`src/rtl/alu_wb_retire_buffer.sv`:
```
// In-order retire FIFO between alu_pipe and the register-file write port; commits CPSR and reports retired tags.
// Optional forwarding search of pending results is enabled with `define ALU_WB_FWD_EN.
module alu_wb_retire_buffer #(
  parameter int unsigned DEPTH = 4,
  parameter int unsigned PTR_W = 2
) (
  input  logic             clk_in,
  input  logic             reset_n_in,
  input  logic             exec_complete_in,
  input  logic             exec_confirmed_in,
  input  logic [3:0]       instr_tag_in,
  input  logic [3:0]       rd_addr_in,
  input  logic [31:0]      rd_data_in,
  input  logic [31:0]      cpsr_in,
  input  logic             rf_wr_ready_in,
`ifdef ALU_WB_FWD_EN
  input  logic [3:0]       fwd_addr_in,
  output logic             fwd_hit_out,
  output logic [31:0]      fwd_data_out,
`endif
  output logic             rf_wr_en_out,
  output logic [3:0]       rf_wr_addr_out,
  output logic [31:0]      rf_wr_data_out,
  output logic             cpsr_wr_en_out,
  output logic [31:0]      cpsr_out,
  output logic             retire_valid_out,
  output logic [3:0]       retire_tag_out,
  output logic [PTR_W:0]   count_out,
  output logic             full_out,
  output logic             overflow_out
);

  logic [DEPTH-1:0] conf_q;
  logic [3:0]       tag_q  [DEPTH];
  logic [3:0]       addr_q [DEPTH];
  logic [31:0]      data_q [DEPTH];
  logic [31:0]      cpsr_q [DEPTH];

  logic [PTR_W-1:0] wr_ptr, rd_ptr;
  logic [PTR_W:0]   count;
  logic             overflow;

  logic head_valid, head_conf, full, pop, push;

  assign head_valid = (count != '0);
  assign head_conf  = conf_q[rd_ptr];
  assign full       = (count == (PTR_W+1)'(DEPTH));
  // Unconfirmed heads carry no write, so they drain regardless of port readiness.
  assign pop        = head_valid && (!head_conf || rf_wr_ready_in);
  assign push       = exec_complete_in && (!full || pop);

  // Storage is cleared on reset so every head-derived output reads 0 while in reset.
  always_ff @(posedge clk_in or negedge reset_n_in) begin
    if (!reset_n_in) begin
      wr_ptr   <= '0;
      rd_ptr   <= '0;
      count    <= '0;
      overflow <= 1'b0;
      conf_q   <= '0;
      for (int unsigned i = 0; i < DEPTH; i++) begin
        tag_q[i]  <= '0;
        addr_q[i] <= '0;
        data_q[i] <= '0;
        cpsr_q[i] <= '0;
      end
    end else begin
      if (push) begin
        conf_q[wr_ptr] <= exec_confirmed_in;
        tag_q[wr_ptr]  <= instr_tag_in;
        addr_q[wr_ptr] <= rd_addr_in;
        data_q[wr_ptr] <= rd_data_in;
        cpsr_q[wr_ptr] <= cpsr_in;
        wr_ptr         <= wr_ptr + PTR_W'(1);
      end
      if (pop) begin
        rd_ptr <= rd_ptr + PTR_W'(1);
      end
      if (push && !pop) begin
        count <= count + (PTR_W+1)'(1);
      end else if (pop && !push) begin
        count <= count - (PTR_W+1)'(1);
      end
      if (exec_complete_in && !push) begin
        overflow <= 1'b1;
      end
    end
  end

  assign rf_wr_en_out     = head_valid && head_conf;
  assign rf_wr_addr_out   = addr_q[rd_ptr];
  assign rf_wr_data_out   = data_q[rd_ptr];
  assign cpsr_out         = cpsr_q[rd_ptr];
  assign retire_valid_out = pop;
  assign retire_tag_out   = tag_q[rd_ptr];
  assign cpsr_wr_en_out   = pop && head_conf;
  assign count_out        = count;
  assign full_out         = full;
  assign overflow_out     = overflow;

`ifdef ALU_WB_FWD_EN
  logic [PTR_W-1:0] fwd_idx;

  // Walk oldest to youngest so the last match wins.
  always_comb begin
    fwd_hit_out  = 1'b0;
    fwd_data_out = '0;
    fwd_idx      = '0;
    for (int unsigned i = 0; i < DEPTH; i++) begin
      fwd_idx = rd_ptr + PTR_W'(i);
      if (((PTR_W+1)'(i) < count) && conf_q[fwd_idx] && (addr_q[fwd_idx] == fwd_addr_in)) begin
        fwd_hit_out  = 1'b1;
        fwd_data_out = data_q[fwd_idx];
      end
    end
  end
`endif

endmodule

```
`config.mk`:
```
export PLATFORM = sky130hd
export DESIGN_NAME = alu_wb_retire_buffer
export DESIGN_NICKNAME = d
export VERILOG_FILES = /design/src/rtl/alu_wb_retire_buffer.sv
export SDC_FILE = /design/constraint.sdc
export NUM_CORES = 1
export LEC_CHECK = 0
export ABC_AREA = 1
export BUFFER_PORTS_ARGS = -buffer_cell sky130_fd_sc_hd__buf_4
export CAP_MARGIN = 20
export CELL_PAD_IN_SITES_DETAIL_PLACEMENT = 0
export CELL_PAD_IN_SITES_GLOBAL_PLACEMENT = 1
export CORE_UTILIZATION = 36
export DETAILED_ROUTE_END_ITERATION = 6
export GPL_TIMING_DRIVEN = 1
export MAX_ROUTING_LAYER = met4
export PLACE_DENSITY = 0.69
export SLEW_MARGIN = 25
export SYNTH_ARGS = -nofsm -noshare
export SYNTH_HDL_FRONTEND = slang
export SYNTH_SLANG_ARGS = --single-unit
```
`constraint.sdc`:
```
create_clock -name clk_in -period 5.85 [get_ports clk_in]
set_input_delay 0 -clock clk_in [delete_from_list [all_inputs] [get_ports clk_in]]
set_output_delay 0 -clock clk_in [all_outputs]
set_load 0.01 [all_outputs]
```
; ---- After elaboration in Yosys (flattened, before gate mapping)
; Cells that the tools add are included.
[classes]
add_sub_neg = 4
reduce_logical = 17
eq_ne = 1
n_mux = 27
magnitude_cmp = 6
bitwise = 2
[op_table]
columns = cell, count
row1 = bitwise mux 128 bit, 2
row2 = 2-to-1 mux 32 bit, 5
row3 = binary-select mux 32 bit (select 2 bit), 2
row4 = demux 32 bit (select 2 bit), 1
row5 = bitwise mux 16 bit, 2
row6 = 2-to-1 mux 4 bit, 5
row7 = binary-select mux 4 bit (select 2 bit), 2
row8 = logical AND 1 bit, 9
row9 = demux 4 bit (select 2 bit), 1
row10 = greater-or-equal comparator 3 bit (second input constant), 2
row11 = < comparator 2 x 3 -> 1 bit (second input constant), 2
row12 = 2-to-1 mux 3 bit, 2
row13 = inverter 2 -> 3 bit, 2
row14 = adder 2 x 1 -> 2 bit (second input constant), 2
row15 = bitwise mux 4 bit, 1
row16 = zero test 1 bit, 4
row17 = adder 3 x 1 -> 3 bit (second input constant), 1
row18 = == test 3 bit (second input constant), 1
row19 = < comparator 3 x 1 -> 1 bit (second input constant), 1
row20 = nonzero test 3 bit, 1
row21 = subtractor 3 x 1 -> 3 bit (second input constant), 1
row22 = binary-select mux 1 bit (select 2 bit), 1
row23 = demux 1 bit (select 2 bit), 1
row24 = greater-or-equal comparator 2 x 1 -> 1 bit (second input constant), 1
row25 = 3 further kinds, 5
[totals]
in_bits = 77
elab_cells = 78
register_bits = 300

; ---- Logic depth before layout (Yosys ltp)
; Gate-level depths: netlist of the first run.
[depth]
depth_word = 11
depth_mapped = 14

; ---- Least setup slack after synthesis of the first run
; Ideal clock, no wire load.
[synth_timing]
path_kind = register to register
startpoint = register count[0] (netlist: count_out[0])
endpoint = register count[1] (netlist: count_out[1])
stages_incl_launch_ff = 13
path_buffers = 1
required_time_ns = 5.727
setup_time_ns = 0.123
arrival_ns = 2.036
slack_ns = 3.691
cell_sequence = dfrtp_1 > inv_2 > nand2_1 > nor2_1 > nand4_1 > buf_2 > nand2_1 > inv_1 > ha_1 > inv_1 > fa_1 > nor2_1 > a21oi_1
[synth_via]
elab_chain_len = 7
[synth_lines]
columns = item, line
row1 = start: declaration, 40  ; logic [PTR_W:0] count;
row2 = start signal: assignment, 79  ; count <= count + (PTR_W+1)'(1);
row3 = start signal: assignment, 81  ; count <= count - (PTR_W+1)'(1);
row4 = == test 3 bit *, 47  ; assign full = (count == (PTR_W+1)'(DEPTH));
row5 = via full_out, 29  ; output logic full_out,
row6 = zero test 1 bit *, 50  ; assign push = exec_complete_in && (!full || pop);
row7 = logical OR 1 bit *, 50
row8 = logical AND 1 bit *, 50
row9 = via push, 43  ; logic head_valid, head_conf, full, pop, push;
row10 = zero test 1 bit, 80  ; end else if (pop && !push) begin
row11 = logical AND 1 bit, 80
row12 = nonzero test 2 bit (no source line), --
; The timed path passes the listed nets; every way through them passes the cells marked *. The select of a mux whose other input is x is not followed.
; A chain may end at the register's enable or synchronous reset.

; ---- Final worst setup path of the first run
[layout_timing]
startpoint = register rd_ptr[0]
endpoint = register cpsr_q[80] (netlist name)
[layout_via]
elab_chain_len = 7
[layout_lines]
columns = item, line
row1 = start: declaration, 39  ; logic [PTR_W-1:0] wr_ptr, rd_ptr;
row2 = start signal: assignment, 76  ; rd_ptr <= rd_ptr + PTR_W'(1);
row3 = binary-select mux 1 bit (select 2 bit), 46  ; assign head_conf = conf_q[rd_ptr];
row4 = 2-to-1 mux 1 bit (not written as such), 46
row5 = zero test 1 bit, 49  ; assign pop = head_valid && (!head_conf || rf_wr_ready_in);
row6 = logical OR 1 bit, 49
row7 = logical AND 1 bit, 49
row8 = logical OR 1 bit, 50
row9 = logical AND 1 bit, 50
row10 = end signal: indexed assignment, 72  ; cpsr_q[wr_ptr] <= cpsr_in;
row11 = end: declaration, 37  ; logic [31:0] cpsr_q [DEPTH];
; No other way between the ends. The select of a mux whose other input is x is not followed.

==> results of run 1 <==
==> worst max-delay path, stage by stage (launching register included) <==
cell	delay (ns)
sky130_fd_sc_hd__dfrtp_4	0.75
sky130_fd_sc_hd__inv_4	0.50
sky130_fd_sc_hd__nand2_1	0.11
sky130_fd_sc_hd__nand3_1	0.13
sky130_fd_sc_hd__nand4_1	0.46
sky130_fd_sc_hd__buf_4	0.50
sky130_fd_sc_hd__nand3_4	0.22
sky130_fd_sc_hd__buf_4	0.79
sky130_fd_sc_hd__nand2_1	0.12
sky130_fd_sc_hd__nand2_1	0.10
==> layout by cell type, fill, tap and decap left out, types with 2 or more instances in the layout <==
cell type,n
sky130_fd_sc_hd__o22ai_1,72
sky130_fd_sc_hd__o21ai_0,145
sky130_fd_sc_hd__nand3_1,6
sky130_fd_sc_hd__nand3_4,4
sky130_fd_sc_hd__buf_4,169
sky130_fd_sc_hd__inv_1,8
sky130_fd_sc_hd__inv_2,3
sky130_fd_sc_hd__clkbuf_1,11
sky130_fd_sc_hd__nand2_1,600
sky130_fd_sc_hd__diode_2,2
sky130_fd_sc_hd__ha_4,4
sky130_fd_sc_hd__inv_6,2
sky130_fd_sc_hd__dfrtp_1,298
sky130_fd_sc_hd__clkbuf_16,37
sky130_fd_sc_hd__xor2_1,2
sky130_fd_sc_hd__nand4_1,293
sky130_fd_sc_hd__clkbuf_8,10
sky130_fd_sc_hd__dlygate4sd3_1,75
sky130_fd_sc_hd__clkinv_2,4
sky130_fd_sc_hd__buf_12,3
sky130_fd_sc_hd__nor2_1,149
==> layer usage <==
layer	track usage [%]	share of wire (%)
met1	33.08	46
met2	38.42	47
met3	3.482	5.3
met5	-	0
met4	5.709	1.6
==> area by class of cell <==
class	count	area [µm²]	area share (%)
antenna	2	5.005	0.02850
clock buffer	57	1091	6.214
clock inverter	6	37.54	0.2138
inverter	12	47.55	0.2708
multi-input combinational	1281	6098	34.73
sequential	300	7512	42.78
tap	518	648.1	3.691
timing repair buffer	250	2120	12.07
==> state kept, by name, indices dropped and copies added, names as in the netlist <==
signal        flops
wr_ptr            2
rd_ptr            2
conf_q            4
count_out         3
addr_q           16
overflow_out      1
cpsr_q          128
data_q          128
tag_q            16
==> worst paths after layout <==
check                           slack, ns  depth (start not counted)           to
worst max-delay path                 1.93                          9   cpsr_q[80]
worst min-delay path                 0.14                          2    cpsr_q[6]
worst max register to register       1.93                          9   cpsr_q[80]
worst min register to register       0.46                          2   cpsr_q[42]
max in group asynchronous            4.30                          3   data_q[73]
min in group clk_in                  0.20                          3  data_q[115]
==> kinds of logic after synthesis <==
kind of cell	Yosys count	synth area share, %
compound gates	220	8.321
xor+xnor	3	0.1830
fa+ha+maj	6	0.5751
buf+inv	186	5.812
flops	300	52.28
simple gates	1052	32.83
==> report_power, final <==
part	switching [mW]	total (mW)	internal [mW]
registers	0.606	3.64	3.04
clock network	0.895	2.17	1.28
logic	2.82	4.52	1.70
==> through the flow <==
step                instances  util [%]
floorplan                1767         -
global placement         2286     40.18
detailed placement       2286     40.18
CTS                      2424     45.00
global route             2426     45.02
finish                   2426     45.02
==> impl_table.tex, run 1 <==
\begin{tabular}{lr}
\hline
Metric & Value \\
\hline
\multicolumn{2}{l}{\textbf{Timing}} \\
Highest achievable clock rate & 255.1 MHz \\
Final hold vios & 0 \\
Worst-case headroom to the max-slew limit & 31.52\% \\
Worst-case hold slack & 0.1391 ns \\
Post-route setup TNS & 0 ns \\
Setup violations, final & 0 \\
Post-Route Skew & 0.01913 ns \\
Min Clock Period, post-route & 3.920 ns \\
Worst path setup slack after routing & 1.930 ns \\
Post-route clock period utilization & 67.01\% \\
RSZ-0062 raised after global routing & no \\
Slew of the pin with the lowest slew margin & 1.027 ns \\
Final number of max-transition violations & 0 \\
\multicolumn{2}{l}{\textbf{Yosys}} \\
EDFF count, synth & 0 \\
Dominant cell by count in the synthesized netlist & sky130\_fd\_sc\_hd\_\_nand2\_1 \\
Most area-consuming cells after synthesis & sky130\_fd\_sc\_hd\_\_dfrtp\_1 52\%, sky130\_fd\_sc\_hd\_\_nand2\_1 16\%, sky130\_fd\_sc\_hd\_\_nand4\_1 13\% \\
Nets in the synthesized netlist & 1,850 \\
Share of synthesized registers carrying an async set or reset & 100.0\% \\
Synth Flop Type & sky130\_fd\_sc\_hd\_\_dfrtp\_1 \\
Ranking of synthesized cells by instance count & 600 x sky130\_fd\_sc\_hd\_\_nand2\_1, 300 x sky130\_fd\_sc\_hd\_\_dfrtp\_1, 293 x sky130\_fd\_sc\_hd\_\_nand4\_1 \\
Cell area after synthesis & 14,360 µm² \\
Top cell type's share of synthesized area & 52.28\% \\
Sequential share of the synthesized area & 52.28\% \\
Cell type with the largest total area after synthesis & sky130\_fd\_sc\_hd\_\_dfrtp\_1 \\
Yosys warns & 0 \\
Flops \& latches, synth & 300 \\
Synthesized instance count & 1,767 \\
Synth cell types & 22 \\
Synthesized area per cell & 8.127 µm² \\
\multicolumn{2}{l}{\textbf{Worst setup path}} \\
Crit path capture type & flop \\
WS Path Type & flop to flop \\
Startpoint of the most critical register-to-register path & rd\_ptr[0] \\
Req. time, crit path & 6.30 ns \\
Crit path arrival time & 4.37 ns \\
Highest fanout seen on the critical path & 71 \\
Startpoint types & flop \\
Critical path startpoint & rd\_ptr[0] \\
\multicolumn{2}{l}{\textbf{Global route}} \\
Vias in the first global route & 13.17k \\
Maximum number of pins on one net before global-route repair & 187 \\
Final global-route overflow total & 0 \\
Global-route wire length before repair & 76.54 mm \\
Initial antenna violation count & 2 \\
Global-route total usage across every layer & 24.35\% \\
\multicolumn{2}{l}{\textbf{Placement}} \\
Placement-stage cell area & 15,680 µm² \\
Weighted congestion reported at the end of routability-driven placement & 0.7425 \\
Placement-stage worst setup slack & 1.945 ns \\
DP HPWL & 23.90 mm \\
Port bufs & 156 \\
\multicolumn{2}{l}{\textbf{Floorplanning}} \\
Die Footprint & 40,690 µm² \\
\# IOs & 157 \\
Core Rows & 72 \\
Die Ht & 201.7 µm \\
Horizontal extent of the die & 201.7 µm \\
Area of the core & 39,010 µm² \\
Starting Density & 36.81\% \\
\multicolumn{2}{l}{\textbf{Route}} \\
Routed wire length & 48.19 mm \\
Number of iterations in the first detailed-routing pass & 5 \\
Routed length per instance & 19.86 µm \\
Antenna Nets Post-Route & 0 \\
Routed via count divided by cell count & 5.507 \\
Via Count & 13.36k \\
Post-route DRC violation count & 0 \\
DRC marker count from the first detailed-route iteration & 976 \\
\multicolumn{2}{l}{\textbf{CTS}} \\
TritonCTS Buffers & 36 \\
Clk slew on worst S/H paths & 0.06 ns \\
Insertion delay of the later-clocked pin in the worst-skew pair & 0.53 ns \\
Clock Sinks & 300 \\
CTS Hold Bufs & 75 \\
Clock tree from TritonCTS & built \\
Clk buf depth & 3 \\
Buffer type at the clock tree root & sky130\_fd\_sc\_hd\_\_clkbuf\_16 \\
Cells resized by post-CTS repair & 0 \\
Level count of the clock H-tree & 2 \\
Buffer count from post-CTS setup fixing & 0 \\
\multicolumn{2}{l}{\textbf{Finish}} \\
\# nets final & 1,964 \\
Fillcell total & 3,901 \\
Fraction of final layout cells with drive strength greater than 1 & 12.64\% \\
Post-route standard cell area excluding fillers & 17,560 µm² \\
Area growth from synthesis to layout & 22.28\% \\
\multicolumn{2}{l}{\textbf{Job}} \\
Number of max-cap violations & 0 \\
\multicolumn{2}{l}{\textbf{Power and ir drop}} \\
Static leakage power & 8.649 nW \\
Largest voltage drop on the vdd net & 0.0003640 V \\
Total power of the final layout & 10.33 mW \\
Power per unit of standard cell area & 588.5 nW/µm² \\
\multicolumn{2}{l}{\textbf{Worst hold path}} \\
Worst Hold Class & input pin to asynchronous set/reset pin \\
\multicolumn{2}{l}{\textbf{Run status}} \\
Result of the run & finished, final reports clean \\
\hline
\end{tabular}
Power figures use the tool's default switching activity.
==> run 2: changes to the inputs <==
- ABC_AREA: 1 -> 0
- PLACE_DENSITY: 0.69 -> 0.63
- clock period: 5.85 -> 3.9 ns (I/O delays scaled with it)
==> run 2 against run 1 <==
The flow now finishes with violations (design-rule violations); clock skew up 0.0085 ns; register-to-register slack got worse by 0.72 ns; clock power grew 57%; synthesized area decreased by 8.2%; sequential cell count unchanged; hold slack worse by 0.088 ns; synthesized cell count shrank 58%; critical endpoint is now rf_wr_data_out[14]; largest power group unchanged; highest routed layer unchanged.
==> impl_table.tex, run 2 <==
\begin{tabular}{lr}
\hline
Metric & Value \\
\hline
\multicolumn{2}{l}{\textbf{Yosys}} \\
Synthesized area per cell & 17.59 µm² (+120\%) \\
Synth Flop Type & sky130\_fd\_sc\_hd\_\_dfrtp\_1 \\
Share of synthesized registers carrying an async set or reset & 100.0\% (unchanged) \\
Nets in the synthesized netlist & 832 (-55\%) \\
Top cell type's share of synthesized area & 56.97\% (+4.7 points) \\
Dominant cell by count in the synthesized netlist & sky130\_fd\_sc\_hd\_\_dfrtp\_1 \\
Cell area after synthesis & 13,180 µm² (-8.2\%) \\
Yosys warns & 0 (unchanged) \\
Sequential share of the synthesized area & 56.97\% (+4.7 points) \\
Synthesized instance count & 749 (-58\%) \\
Flops \& latches, synth & 300 (unchanged) \\
Synth cell types & 25 (+14\%) \\
EDFF count, synth & 0 (unchanged) \\
Ranking of synthesized cells by instance count & 300 x sky130\_fd\_sc\_hd\_\_dfrtp\_1, 268 x sky130\_fd\_sc\_hd\_\_mux2\_2, 73 x sky130\_fd\_sc\_hd\_\_mux4\_2 \\
Most area-consuming cells after synthesis & sky130\_fd\_sc\_hd\_\_dfrtp\_1 57\%, sky130\_fd\_sc\_hd\_\_mux2\_2 23\%, sky130\_fd\_sc\_hd\_\_mux4\_2 12\% \\
Cell type with the largest total area after synthesis & sky130\_fd\_sc\_hd\_\_dfrtp\_1 \\
\multicolumn{2}{l}{\textbf{CTS}} \\
Clk slew on worst S/H paths & 0.06 ns (about the same) \\
Clk buf depth & 3 (unchanged) \\
TritonCTS Buffers & 36 (unchanged) \\
CTS Hold Bufs & 77 (+2.7\%) \\
Clock tree from TritonCTS & built \\
Buffer type at the clock tree root & sky130\_fd\_sc\_hd\_\_clkbuf\_16 \\
Buffer count from post-CTS setup fixing & 0 (unchanged) \\
Cells resized by post-CTS repair & 0 (unchanged) \\
Level count of the clock H-tree & 2 (unchanged) \\
Clock Sinks & 300 (unchanged) \\
Insertion delay of the later-clocked pin in the worst-skew pair & 0.54 ns (about the same) \\
\multicolumn{2}{l}{\textbf{Finish}} \\
Fillcell total & 3,177 (-19\%) \\
Post-layout util & 46.69\% (+1.7 points) \\
Post-route insts no fill & 1,478 (-39\%) \\
Leading registers by flop count & cpsr\_q x128, data\_q x128 \\
Most frequent cells in the layout & 298 x sky130\_fd\_sc\_hd\_\_dfrtp\_1, 268 x sky130\_fd\_sc\_hd\_\_mux2\_2, 165 x sky130\_fd\_sc\_hd\_\_buf\_4 \\
Area growth from synthesis to layout & 26.96\% \\
\# nets final & 1,074 (-45\%) \\
Fraction of final layout cells with drive strength greater than 1 & 56.59\% (+44 points) \\
Commonest non-fill, non-tap cell in the layout & sky130\_fd\_sc\_hd\_\_dfrtp\_1 \\
\multicolumn{2}{l}{\textbf{Route}} \\
Routed via count divided by cell count & 5.007 (-9.1\%) \\
Antenna Nets Post-Route & 0 (unchanged) \\
Via Count & 7,400 (-45\%) \\
DRC marker count from the first detailed-route iteration & 337 (-65\%) \\
Routed wire length & 28.76 mm (-40\%) \\
Number of iterations in the first detailed-routing pass & 7 (+2) \\
Post-route DRC violation count & 10 (+10) \\
Routed length per instance & 19.46 µm (-2.0\%) \\
\multicolumn{2}{l}{\textbf{Timing}} \\
Min Clock Period, post-route & 3.163 ns \\
Worst path setup slack after routing & 0.7373 ns (-1.193 ns) \\
Highest achievable clock rate & 316.2 MHz \\
Final hold vios & 0 (unchanged) \\
Post-route clock period utilization & 81.10\% \\
RSZ-0062 raised after global routing & no \\
Slew of the pin with the lowest slew margin & 0.8531 ns (-0.1741 ns) \\
Post-route setup TNS & 0 ns (unchanged) \\
Setup violations, final & 0 (unchanged) \\
Worst-case headroom to the max-slew limit & 43.12\% (+12 points) \\
Post-Route Skew & 0.02767 ns (+0.008541 ns) \\
Final number of max-transition violations & 0 (unchanged) \\
\multicolumn{2}{l}{\textbf{Global route}} \\
Initial antenna violation count & 1 (-1) \\
Global-route wire length before repair & 48.30 mm (-37\%) \\
Global-route total usage across every layer & 16.95\% (-7.4 points) \\
Maximum number of pins on one net before global-route repair & 101 (-46\%) \\
Final global-route overflow total & 0 (unchanged) \\
Vias in the first global route & 8,325 (-37\%) \\
\multicolumn{2}{l}{\textbf{Placement}} \\
Port bufs & 156 (unchanged) \\
Cell count after placement & 1,337 (-42\%) \\
Weighted congestion reported at the end of routability-driven placement & 0.7035 (-5.3\%) \\
Placement-stage worst setup slack & 1.151 ns (-0.7942 ns) \\
DP HPWL & 16.45 mm (-31\%) \\
\multicolumn{2}{l}{\textbf{Worst setup path}} \\
Cell chain of the critical path & buf\_4 > buf\_4 > mux4\_2 > buf\_4 \\
Crit path capture type & primary output \\
Req. time, crit path & 3.90 ns (-2.40 ns) \\
Highest fanout seen on the critical path & 38 (-46\%) \\
Crit path arrival time & 3.16 ns (-1.21 ns) \\
Longest individual stage delay on the worst path & 0.80 ns (about the same) \\
Worst reg-to-reg setup slack & 1.21 ns (-0.72 ns) \\
Startpoint types & flop \\
Cell repeated most along the worst path & sky130\_fd\_sc\_hd\_\_buf\_4 \\
Worst Reg2Reg Path Length in Cells & 6 (-3) \\
Slowest library cell on the worst path & sky130\_fd\_sc\_hd\_\_buf\_4 \\
WS Path Type & flop to primary output \\
\multicolumn{2}{l}{\textbf{Run status}} \\
Failing checks & design-rule violations \\
Result of the run & finished, violations left \\
\multicolumn{2}{l}{\textbf{Floorplanning}} \\
Core Rows & 69 (-4.2\%) \\
Die Footprint & 37,370 µm² (-8.2\%) \\
\# IOs & 157 (unchanged) \\
Horizontal extent of the die & 193.3 µm (-4.2\%) \\
Die Ht & 193.3 µm (-4.2\%) \\
Area of the core & 35,830 µm² (-8.2\%) \\
Starting Density & 36.78\% (-0.037 points) \\
\multicolumn{2}{l}{\textbf{Power and ir drop}} \\
Total power of the final layout & 15.46 mW (+50\%) \\
Power per unit of standard cell area & 923.9 nW/µm² (+57\%) \\
Largest voltage drop on the vdd net & 0.0004320 V (+19\%) \\
Static leakage power & 7.043 nW (-19\%) \\
\multicolumn{2}{l}{\textbf{Worst hold path}} \\
Worst Hold Class & input pin to asynchronous set/reset pin \\
\multicolumn{2}{l}{\textbf{Job}} \\
Number of max-cap violations & 0 (unchanged) \\
\hline
\end{tabular}
run 2: final timing paths:
kind                          startpoint                 end
max                            rd_ptr[0]  rf_wr_data_out[14]
min                           reset_n_in          cpsr_q[32]
max reg2reg                 count_out[1]        count_out[1]
min reg2reg                    addr_q[0]           addr_q[0]
max in group asynchronous     reset_n_in          data_q[54]
min in group clk_in        rd_addr_in[2]          addr_q[14]
run 2: cells by family (layout without fill, tap and decap cells):
group | Yosys count | count (layout) | synth area share (%)
fa+ha+maj | 6 | 6 | 0.6267
buf+inv | 51 | 318 | 3.124
simple gates | 11 | 11 | 0.5602
compound gates | 8 | 8 | 0.7122
other cells | 0 | 1 | 0
mux | 367 | 367 | 37.60
flops | 300 | 300 | 56.97
xor+xnor | 6 | 6 | 0.3989
run 2: final cells by class:
type                       count  area, µm²  area share, %
multi-input combinational    398       5258          31.43
clock buffer                  54       1060          6.335
antenna                        1      2.502        0.01496
tap                          461      576.8          3.448
inverter                       6      22.52         0.1346
clock inverter                 9      132.6         0.7928
timing repair buffer         249       2162          12.92
sequential                   300       7515          44.92
run 2: per-layer routing:
metal  part of all wire [%]  track usage (%)
met3                    3.8            3.068
met1                     47            22.99
met2                     47            25.82
met4                    2.0            5.570
met5                      0                -
run 2: through the flow:
step | cell area, µm² | hold WS (ns)
6_report | 16730 | 0.05067
2_1_floorplan | 13180 | -0.2956
3_3_place_gp | 14750 | -0.05993
5_1_grt | 16730 | 0.07906
3_5_place_dp | 14750 | -0.05747
4_1_cts | 16730 | 0.03818
run 2: power breakdown:
part,internal [mW],switching [mW]
combinational,3.92,2.61
clock,2.08,1.33
sequential,4.74,0.781
run 2: worst max-delay path, delay by kind of cell (launching register included):
family	cells	cell delay, ns
buffers and inverters	3	1.58
multiplexers	1	0.61
flip-flops	1	0.41
